[src/rtl/spi_pkg.sv]
// Shared types and constants for the SPI mode-0 master.
package spi_pkg;

    // Controller states, in the order a message walks through them
    typedef enum logic [2:0] {
        IDLE,
        SETUP,
        HI,
        LO,
        NEXT,
        HOLD,
        GAP
    } spi_state_t;

    // Mode 0: SCK idles low, data is sampled on the rising edge
    localparam logic CPOL = 1'b0;
    localparam logic CPHA = 1'b0;

endpackage

[src/rtl/spi_master_if.sv]
// Byte handshake and serial pins of the SPI master, bundled for port lists.
interface spi_master_if;
    import spi_pkg::*;

    logic [7:0] tx_data;
    logic       tx_last;
    logic       tx_valid;
    logic       tx_ready;
    logic [7:0] rx_data;
    logic       rx_valid;
    logic       busy;
    logic       SCK;
    logic       MOSI;
    logic       MISO;
    logic       SSEL;

    modport master (
        input  tx_data, tx_last, tx_valid, MISO,
        output tx_ready, rx_data, rx_valid, busy, SCK, MOSI, SSEL
    );

    modport slave (
        output tx_data, tx_last, tx_valid, MISO,
        input  tx_ready, rx_data, rx_valid, busy, SCK, MOSI, SSEL
    );

endinterface

[src/rtl/spi_clkgen.sv]
// Phase timer shared by every timed state: load N, terminal count after N cycles.
module spi_clkgen
    import spi_pkg::*;
(
    input  logic       clk,
    input  logic       rst,
    input  logic       load,
    input  logic [7:0] load_val,
    output logic       tc
);

    logic [7:0] count;

    // Load wins; otherwise count down and park at zero
    always_ff @(posedge clk) begin
        if (rst) begin
            count <= '0;
        end else if (load) begin
            count <= load_val - 8'd1;
        end else if (count != 8'd0) begin
            count <= count - 8'd1;
        end
    end

    assign tc = (count == 8'd0);

endmodule

[src/rtl/spi_master.sv]
// SPI mode-0 master: MSB-first 8-bit frames, messages framed by tx_last.
module spi_master
    import spi_pkg::*;
#(
    parameter int CLK_DIV  = 4,
    parameter int CS_SETUP = 4,
    parameter int CS_HOLD  = 4,
    parameter int CS_IDLE  = 8
) (
    input logic        clk,
    input logic        rst,
    spi_master_if.master bus
);

    localparam logic [7:0] DIV_LEN   = 8'(CLK_DIV);
    localparam logic [7:0] SETUP_LEN = 8'(CS_SETUP);
    localparam logic [7:0] HOLD_LEN  = 8'(CS_HOLD);
    localparam logic [7:0] IDLE_LEN  = 8'(CS_IDLE);

    spi_state_t state;
    spi_state_t state_next;
    logic       cnt_load;
    logic [7:0] cnt_val;
    logic       tc;
    logic       handshake;
    logic [7:0] shreg;
    logic [7:0] rxreg;
    logic [7:0] rx_shifted;
    logic [2:0] bit_cnt;
    logic       last;
    logic       miso_meta;
    logic       miso_sync;

    assign handshake  = bus.tx_valid && bus.tx_ready;
    assign rx_shifted = {rxreg[6:0], miso_sync};

    spi_clkgen u_clkgen (
        .clk      (clk),
        .rst      (rst),
        .load     (cnt_load),
        .load_val (cnt_val),
        .tc       (tc)
    );

    // Next state and phase-timer reload; a byte accepted in NEXT reuses SETUP
    // with a LO-length count so MOSI gets a half period of setup before SCK rises
    always_comb begin
        state_next = state;
        cnt_load   = 1'b0;
        cnt_val    = DIV_LEN;
        case (state)
            IDLE: begin
                if (handshake) begin
                    state_next = SETUP;
                    cnt_load   = 1'b1;
                    cnt_val    = SETUP_LEN;
                end
            end
            SETUP: begin
                if (tc) begin
                    state_next = HI;
                    cnt_load   = 1'b1;
                end
            end
            HI: begin
                if (tc) begin
                    state_next = LO;
                    cnt_load   = 1'b1;
                end
            end
            LO: begin
                if (tc) begin
                    if (bit_cnt != 3'd7) begin
                        state_next = HI;
                        cnt_load   = 1'b1;
                    end else if (last) begin
                        state_next = HOLD;
                        cnt_load   = 1'b1;
                        cnt_val    = HOLD_LEN;
                    end else begin
                        state_next = NEXT;
                    end
                end
            end
            NEXT: begin
                if (handshake) begin
                    state_next = SETUP;
                    cnt_load   = 1'b1;
                end
            end
            HOLD: begin
                if (tc) begin
                    state_next = GAP;
                    cnt_load   = 1'b1;
                    cnt_val    = IDLE_LEN;
                end
            end
            GAP: begin
                if (tc) begin
                    state_next = IDLE;
                end
            end
            default: state_next = IDLE;
        endcase
    end

    // State register
    always_ff @(posedge clk) begin
        if (rst) begin
            state <= IDLE;
        end else begin
            state <= state_next;
        end
    end

    // Pin-level outputs registered from the upcoming state so they line up with it
    always_ff @(posedge clk) begin
        if (rst) begin
            bus.SCK      <= CPOL;
            bus.SSEL     <= 1'b1;
            bus.tx_ready <= 1'b0;
            bus.busy     <= 1'b0;
        end else begin
            bus.SCK      <= (state_next == HI) ? ~CPOL : CPOL;
            bus.SSEL     <= (state_next inside {IDLE, GAP});
            bus.tx_ready <= (state_next inside {IDLE, NEXT});
            bus.busy     <= (state_next != IDLE);
        end
    end

    // Two-flop synchroniser for the asynchronous MISO pin
    always_ff @(posedge clk) begin
        if (rst) begin
            miso_meta <= 1'b0;
            miso_sync <= 1'b0;
        end else begin
            miso_meta <= bus.MISO;
            miso_sync <= miso_meta;
        end
    end

    // Shift datapath: load on handshake, sample at end of HI, advance MOSI at LO entry
    always_ff @(posedge clk) begin
        if (rst) begin
            shreg        <= '0;
            rxreg        <= '0;
            bit_cnt      <= '0;
            last         <= 1'b0;
            bus.MOSI     <= 1'b0;
            bus.rx_data  <= '0;
            bus.rx_valid <= 1'b0;
        end else begin
            bus.rx_valid <= 1'b0;
            if (handshake) begin
                shreg    <= bus.tx_data;
                last     <= bus.tx_last;
                bus.MOSI <= bus.tx_data[7];
                bit_cnt  <= '0;
            end
            if (state == HI && tc) begin
                rxreg <= rx_shifted;
                if (bit_cnt == 3'd7) begin
                    bus.rx_data  <= rx_shifted;
                    bus.rx_valid <= 1'b1;
                end else begin
                    shreg    <= {shreg[6:0], 1'b0};
                    bus.MOSI <= shreg[6];
                end
            end
            if (state == LO && tc) begin
                bit_cnt <= bit_cnt + 3'd1;
            end
        end
    end

endmodule
[src/flat_wrapper.sv]
// flat-port wrapper written by rule: the top's interface ports become plain ports
module spi_master_flat import spi_pkg::*;
#(
    parameter int CLK_DIV  = 4,
    parameter int CS_SETUP = 4,
    parameter int CS_HOLD  = 4,
    parameter int CS_IDLE  = 8
)
  (clk, rst, bus_tx_data, bus_tx_last, bus_tx_valid, bus_MISO, bus_tx_ready, bus_rx_data, bus_rx_valid, bus_busy, bus_SCK, bus_MOSI, bus_SSEL);
  spi_master_if bus_i ();
  input logic clk;
  input logic rst;
  input wire logic [$bits(bus_i.tx_data)-1:0] bus_tx_data;
  input wire logic [$bits(bus_i.tx_last)-1:0] bus_tx_last;
  input wire logic [$bits(bus_i.tx_valid)-1:0] bus_tx_valid;
  input wire logic [$bits(bus_i.MISO)-1:0] bus_MISO;
  output wire logic [$bits(bus_i.tx_ready)-1:0] bus_tx_ready;
  output wire logic [$bits(bus_i.rx_data)-1:0] bus_rx_data;
  output wire logic [$bits(bus_i.rx_valid)-1:0] bus_rx_valid;
  output wire logic [$bits(bus_i.busy)-1:0] bus_busy;
  output wire logic [$bits(bus_i.SCK)-1:0] bus_SCK;
  output wire logic [$bits(bus_i.MOSI)-1:0] bus_MOSI;
  output wire logic [$bits(bus_i.SSEL)-1:0] bus_SSEL;
  assign bus_i.tx_data = bus_tx_data;
  assign bus_i.tx_last = bus_tx_last;
  assign bus_i.tx_valid = bus_tx_valid;
  assign bus_i.MISO = bus_MISO;
  assign bus_tx_ready = bus_i.tx_ready;
  assign bus_rx_data = bus_i.rx_data;
  assign bus_rx_valid = bus_i.rx_valid;
  assign bus_busy = bus_i.busy;
  assign bus_SCK = bus_i.SCK;
  assign bus_MOSI = bus_i.MOSI;
  assign bus_SSEL = bus_i.SSEL;
  spi_master #(.CLK_DIV(CLK_DIV), .CS_SETUP(CS_SETUP), .CS_HOLD(CS_HOLD), .CS_IDLE(CS_IDLE)) u_core (.clk(clk), .rst(rst), .bus(bus_i));
endmodule
[config.mk]
export PLATFORM = sky130hd
export DESIGN_NAME = spi_master_flat
export DESIGN_NICKNAME = d
export VERILOG_FILES = /design/src/rtl/spi_pkg.sv /design/src/rtl/spi_master_if.sv /design/src/rtl/spi_clkgen.sv /design/src/rtl/spi_master.sv /design/src/flat_wrapper.sv
export SDC_FILE = /design/constraint.sdc
export NUM_CORES = 1
export LEC_CHECK = 0
export BUFFER_PORTS_ARGS = -buffer_cell sky130_fd_sc_hd__buf_2
export CORE_MARGIN = 4
export CORE_UTILIZATION = 42
export DETAILED_ROUTE_END_ITERATION = 10
export GPL_ROUTABILITY_DRIVEN = 0
export HOLD_SLACK_MARGIN = 0.02
export SETUP_SLACK_MARGIN = 0.4
export SYNTH_ARGS = -nofsm -noshare
export SYNTH_HDL_FRONTEND = slang
export SYNTH_SLANG_ARGS = --single-unit
[constraint.sdc]
create_clock -name clk -period 2.5 [get_ports clk]
set_input_delay 0 -clock clk [delete_from_list [all_inputs] [get_ports clk]]
set_output_delay 0 -clock clk [all_outputs]
set_load 0.01 [all_outputs]
[Word-level counts from Yosys, hierarchy flattened]
Cells that the tools add are included.
Word-level totals
  register bits after elaboration: 46
  output and inout bits: 14
  logic and storage cells: 75
Cells by class
  add/subtract/negate cells: 3
  equality and inequality tests: 11
  muxes and demuxes: 29
  bitwise gates (word level): 1
  reductions and logical operators: 16
Operators by type and width (number)
  $mux W8: 6
  $mux W3: 9
  $eq A3 B3 Y1 const B: 6
  $pmux W3 S6: 1
  $sub A8 B1 Y8 const B: 2
  $mux W1: 11
  $eq A3 B2 Y1 const B: 3
  $logic_not A8 Y1: 1
  $reduce_bool A2 Y1: 4
  $reduce_bool A8 Y1: 1
  $logic_not A3 Y1: 2
  $mux W4: 1
  $reduce_or A2 Y1: 2
  $add A3 B1 Y3 const B: 1
  $eq A3 B1 Y1 const B: 1
  $logic_and A1 B1 Y1: 3
  $ne A3 B3 Y1 const B: 1
  $pmux W1 S3: 1
  $reduce_bool A3 Y1: 1
  $reduce_or A3 Y1: 1
  $reduce_and A2 Y1: 1
  $not A1 Y1: 1

[Logic depth before layout (Yosys ltp)]
  depth in word-level cells: 6
  gate-level depth with buffers: 8
  gate-level depth less buffers: 7

[By module]
A second synthesis with hierarchy kept.
Second synthesis, totals
  cell total of the unflattened synthesis: 236
  area total of the unflattened synthesis: 2095.8 µm²
Modules (own cells, without submodules)
  spi_master: times used 1, cells each 181, area an instance 1595.3 µm²
  spi_clkgen: times used 1, cells each 55, area an instance 500.5 µm²

[Least setup slack after synthesis]
OpenSTA, ideal clock, no wires.
  kind: flip-flop to flip-flop
  start point: reg u_core.u_clkgen.count[0]
  end point: reg u_core.u_clkgen.count[2]
  setup time: 0.150 ns
  arrival: 1.740 ns
  path slack: 0.610 ns
  cell stages (with the launch flop): 5
  buffers on the path: 1
  cell sequence: dfxtp_1 -> or4_1 -> buf_2 -> a2111oi_0 -> nor4_1
On the way
  longest elaborated chain between the ends: 5
  elaborated cells between the ends (all ways): 12
  classes of those cells: add/sub: 2; mux: 7; reduce/logical: 3
RTL lines
  start, declared: line spi_clkgen.sv:12  | logic [7:0] count;
  start signal, assigned: line spi_clkgen.sv:19  | count <= load_val - 8'd1;
  start signal, assigned: line spi_clkgen.sv:21  | count <= count - 8'd1;
  $logic_not A8 Y1: line spi_clkgen.sv:25  | assign tc = (count == 8'd0);
  $mux W4: line spi_master.sv:92  | if (tc) begin
  $mux W8
  $sub A8 B1 Y8: line spi_clkgen.sv:19
  $mux W8: line spi_clkgen.sv:18  | end else if (load) begin
Parallel ways exist; a longest one is shown, timed or not. The select of a mux whose other input is x is not followed.
A chain may end at the register's enable or synchronous reset.

[Final worst setup path]
  start point: reg u_core.u_clkgen.count[2]
  end point: reg u_core.bus.rx_data[6]
On the way
  longest elaborated chain between the ends: 3
RTL lines
  $logic_not A8 Y1: line spi_clkgen.sv:25
  $logic_and A1 B1 Y1: line spi_master.sv:160  | if (state == HI && tc) begin
  $reduce_and A2 Y1 (no line)
  end signal, assigned: line spi_master.sv:163  | bus.rx_data <= rx_shifted;
  end, declared: line spi_master_if.sv:19  | output tx_ready, rx_data, rx_valid, busy, SCK, MOSI, SSEL
Every way passes these cells.

==> tab_implementation.tex <==
\begin{tabular}{lr}
\hline
Metric & Value \\
\hline
\multicolumn{2}{l}{\textbf{Status}} \\
\quad Outcome & finished clean \\
\multicolumn{2}{l}{\textbf{Yosys}} \\
\quad Synthesis warning total & 0 \\
\quad Share of synthesized cell area in full adder, half adder and majority cells & 1.90\% \\
\quad Net count of the mapped netlist & 235 \\
\quad FF+latch count, synth & 45 \\
\quad Main combinational cell family by area after synthesis & simple AND/OR/NAND/NOR gates \\
\quad Post-synthesis instance area & 1970 um2 \\
\quad Area fraction in compound gates after synthesis & 13.1\% \\
\quad Top cells by area, synth & dfxtp\_1 (46\%), mux2i\_1 (8.6\%), nand2\_1 (4.9\%), nor2\_1 (4.0\%), nor3\_1 (3.8\%) \\
\quad Post-synthesis instance total & 219 \\
\quad Post-synthesis share of cell area spent on xor and xnor gates & 1.33\% \\
\quad Mux share of post-synthesis cell area & 9.19\% \\
\quad Distinct cell type count after synthesis & 44 \\
\quad Synth area leader & dfxtp\_1 \\
\quad Fraction of synthesized cell area taken by the top area cell type & 45.6\% \\
\quad Basic-gate share of the synthesized area counting and, or, nand and nor cells & 25.1\% \\
\quad Seq/Total Area, Yosys & 45.6\% \\
\quad Mean area per synthesized cell & 9.02 um2 \\
\multicolumn{2}{l}{\textbf{Die}} \\
\quad Chip Height & 76.6 um \\
\quad Die width & 76.6 um \\
\quad Number of placement rows & 24 \\
\quad Number of placed I/O pins & 27 \\
\quad Die area & 5860 um2 \\
\quad Core outline area & 4440 um2 \\
\quad Initial core utilization & 44.4\% \\
\multicolumn{2}{l}{\textbf{GRT}} \\
\quad Global-route wire length before repair & 7050 um \\
\quad Initial antenna violation count & 0 \\
\quad Gr usage total & 14.7\% \\
\quad Via count of the first global-routing pass & 1547 \\
\quad Grt total ovfl & 0 \\
\quad Pin count of the biggest net entering global routing & 40 \\
\multicolumn{2}{l}{\textbf{Detailed routing}} \\
\quad Total Wirelength & 4000 um \\
\quad Via density per instance & 5.32 \\
\quad Total vias in the final route & 1592 \\
\quad Avg WL per Cell & 13.4 um \\
\quad Post-detailed-route count of antenna-violating nets & 0 \\
\quad Initial DRC Count & 65 \\
\quad Number of iterations in the first detailed-routing pass & 4 \\
\quad DRC violation count after routing & 0 \\
\multicolumn{2}{l}{\textbf{Setup path}} \\
\quad Levels on crit path & 4 \\
\quad Cell breakdown of the critical path & or4\_4, or4\_4, mux2i\_1, nor2\_1 \\
\quad Most frequent CP cell & or4\_4 \\
\quad Worst reg2reg startpoint & u\_core.u\_clkgen.count[2] \\
\quad Reg2Reg Setup Slack & 510 ps \\
\quad Largest stage delay, worst path & 670 ps \\
\quad Crit Path Category & register to register \\
\quad Cell with the biggest individual delay on the critical path & or4\_4 \\
\quad Critical-path maximum fanout & 11 \\
\quad RR Endpoint & u\_core.bus.rx\_data[6] \\
\quad Crit. End Element & register \\
\quad Cell family contributing the most delay on the critical path & simple AND/OR/NAND/NOR gates \\
\quad Worst r2r path cells & 4 \\
\quad Combined buffer and inverter count along the critical path & 0 \\
\quad Capturing instance or port of the critical path & u\_core.bus.rx\_data[6] \\
\quad Data required time at the worst endpoint & 2660 ps \\
\quad Beginning of the critical path & u\_core.u\_clkgen.count[2] \\
\quad CP Data Arrival Time & 2150 ps \\
\quad Category of the worst setup path launch point & register \\
\multicolumn{2}{l}{\textbf{STA}} \\
\quad Worst-case clock skew & 4.96 ps \\
\quad Max Clk Rate & 0.503 GHz \\
\quad Actual slew at the worst max-slew pin & 711 ps \\
\quad Final number of hold-violating endpoints & 0 \\
\quad Min Clock Period, post-route & 1990 ps \\
\quad Setup Total Neg Slack & 0 ps \\
\quad Final Max Slew Viols & 0 \\
\quad Final setup fails & 0 \\
\quad Final worst path period share & 79.6\% \\
\quad Setup repair after global routing missed its margin & false \\
\quad Least setup slack across all paths after layout & 511 ps \\
\quad Remaining max-slew budget at the tightest pin & 52.6\% \\
\multicolumn{2}{l}{\textbf{Place}} \\
\quad Placed cells & 287 \\
\quad Count of buffers from port buffering & 26 \\
\quad Dpl hpwl & 2750 um \\
\quad DP Worst Slack & 359 ps \\
\multicolumn{2}{l}{\textbf{Clocking}} \\
\quad Clock latency on the worst-skew pair & 290 ps \\
\quad Sink count of the clock tree & 45 \\
\quad Root buffer selected by CTS & clkbuf\_8 \\
\quad Num CTS Buffers & 5 \\
\quad CTS H-Tree Depth & 2 \\
\quad Clock tree from TritonCTS & built \\
\quad Clock slew at reported path FFs & 80 ps \\
\quad Buffer depth of the longest clock path & 2 \\
\multicolumn{2}{l}{\textbf{Power}} \\
\quad Cell-internal power & 1.35 mW \\
\quad Sw Ratio & 35.3\% \\
\quad Max rail drop VDD & 0.364 mV \\
\quad Combinational power share & 34.7\% \\
\quad Power per standard cell area & 903 nW/um2 \\
\quad Portion of total power attributed to sequential cells & 43.8\% \\
\quad Reported net switching power & 0.734 mW \\
\quad Leak Pwr & 0.921 nW \\
\quad Clk network pwr share & 21.5\% \\
\multicolumn{2}{l}{\textbf{Layout}} \\
\quad Share of layout cells above drive strength 1 & 19.8\% \\
\quad Non-filler instance count after layout & 299 \\
\quad Number of nets in the finished design & 263 \\
\quad Number of fillers in the final layout & 432 \\
\quad Count of inserted antenna diode cells & 0 \\
\quad Layout overhead on the synthesized area & 16.7\% \\
\multicolumn{2}{l}{\textbf{Worst hold path}} \\
\quad Worst hold path stage count & 3 \\
\quad HP Class & input pin to register \\
\multicolumn{2}{l}{\textbf{Job}} \\
\quad Max Cap Violations & 0 \\
\hline
\end{tabular}
[kinds of logic (layout without fill, tap and decap cells)]
group | Yosys count | in the layout
and+or+nand+nor | 94 | 94
DFF | 45 | 45
AOI/OAI and AO/OA | 39 | 39
muxes | 18 | 18
buffers and inverters | 17 | 45
adders and majority gates | 3 | 3
xor gates and xnor gates | 3 | 3
[power groups by stage]
stage          Combinational (mW)  Sequential [mW]  Clock, mW
6_report                    0.722            0.911      0.448
2_1_floorplan               0.559            0.896          0
5_1_grt                     0.805            0.932      0.501
4_1_cts                     0.687            0.909      0.464
3_5_place_dp                0.677            0.924          0
3_3_place_gp                0.682            0.924          0
[how the worst min path moves through the flow]
stage	from	slack [ps]	end
global placement	bus_MISO	210	u_core.miso_meta
detailed placement	bus_MISO	220	u_core.miso_meta
global route	bus_tx_data[4]	50	u_core.shreg[4]
finish	bus_tx_data[4]	50	u_core.shreg[4]
floorplan	bus_MISO	130	u_core.miso_meta
CTS	bus_tx_data[4]	40	u_core.shreg[4]
[metal layers]
layer | up-vias | wire length, um | GRT usage [%]
met3 | 5 | 153 | 3.78
li1 | 843 | - | -
met1 | 719 | 1920 | 18.9
met5 | - | 0 | 0
met4 | 0 | 51 | 5.25
met2 | 25 | 1870 | 23.7
[repair_timing]
item                                   in CTS  in global routing
setup buffers                               1                  0
pin swaps                                   1                  0
gates cloned                                0                  0
setup endpoints to repair                   7                 19
resized for setup                           0                  7
endpoints found under the hold margin       3                  0
hold buffers                                4                  0
[placed cells by master (no fill, tap or decap), types with 2 or more instances in the layout]
cell type      count
or4_4              3
nand2_1           26
nor4_4             2
nor2b_1            3
buf_2             26
nand2b_1           2
dfxtp_1           45
o21a_1             2
o21ai_0            4
nand3_1            5
buf_4              5
nor3_1            15
a21oi_1           14
nor2_1            21
nand3b_1           3
xnor2_1            2
nand4_1            2
dlygate4sd3_1      4
nor4_1             4
clkbuf_8           6
mux2i_1           17
ha_1               2
inv_1              3
a211oi_1           9
[metrics by stage]
| step | hold WS, ps | total power [mW] | utilization, % | area, um2 |
|---|---|---|---|---|
| final | 49.0 | 2.08 | 51.9 | 2300 |
| after global routing | 54.4 | 2.24 | 51.9 | 2300 |
| after CTS | 43.4 | 2.06 | 51.2 | 2270 |
| after detailed placement | 218 | 1.60 | 48.1 | 2140 |
| after global placement | 215 | 1.61 | 48.1 | 2140 |
| after floorplan | 128 | 1.46 | - | 1970 |
[cell usage after synthesis]
master,n
a2111oi_0,2
a211oi_1,9
a21oi_1,14
a2bb2oi_1,1
a31o_2,1
a31oi_1,1
a41o_1,1
and3b_1,1
and4_1,1
and4b_1,1
buf_2,1
buf_6,1
clkbuf_1,11
clkbuf_2,1
dfxtp_1,45
ha_1,3
inv_1,3
mux2_2,1
mux2i_1,17
nand2_1,26
nand2b_1,2
nand3_1,5
nand3b_1,3
nand4_1,2
nor2_1,21
nor2b_1,3
nor3_1,15
nor3b_1,1
nor4_1,5
nor4_2,1
nor4_4,1
nor4bb_1,1
o211a_1,1
o211ai_1,1
o21a_1,2
o21ai_0,4
o311ai_0,1
o31a_1,1
or2_1,1
or2_2,1
or4_1,1
or4_4,2
xnor2_1,2
xor2_1,1
[tightest hold or removal path, stage by stage]
cell      delay (ps)
buf_2             90
mux2i_1          110
a211oi_1          80
[layout make-up]
cell class	count	area (um2)	share of cell area, %
clock buffers	6	82.6	3.58
clock inverters	1	7.51	0.326
inverters	3	11.3	0.489
multi-input cells	157	1030	44.7
flip-flops and latches	45	901	39.1
well taps	52	65.1	2.82
repair buffers	35	208	9.01
[registers in the layout, summed over array words and instances, names as in the netlist, 3 cells and up]
register,count
u_core.u_clkgen.count,8
u_core.bus.rx_data,8
u_core.rxreg,7
u_core.bit_cnt,3
u_core.state,3
u_core.shreg,7
Note: power is estimated with default switching activity, not from simulation.
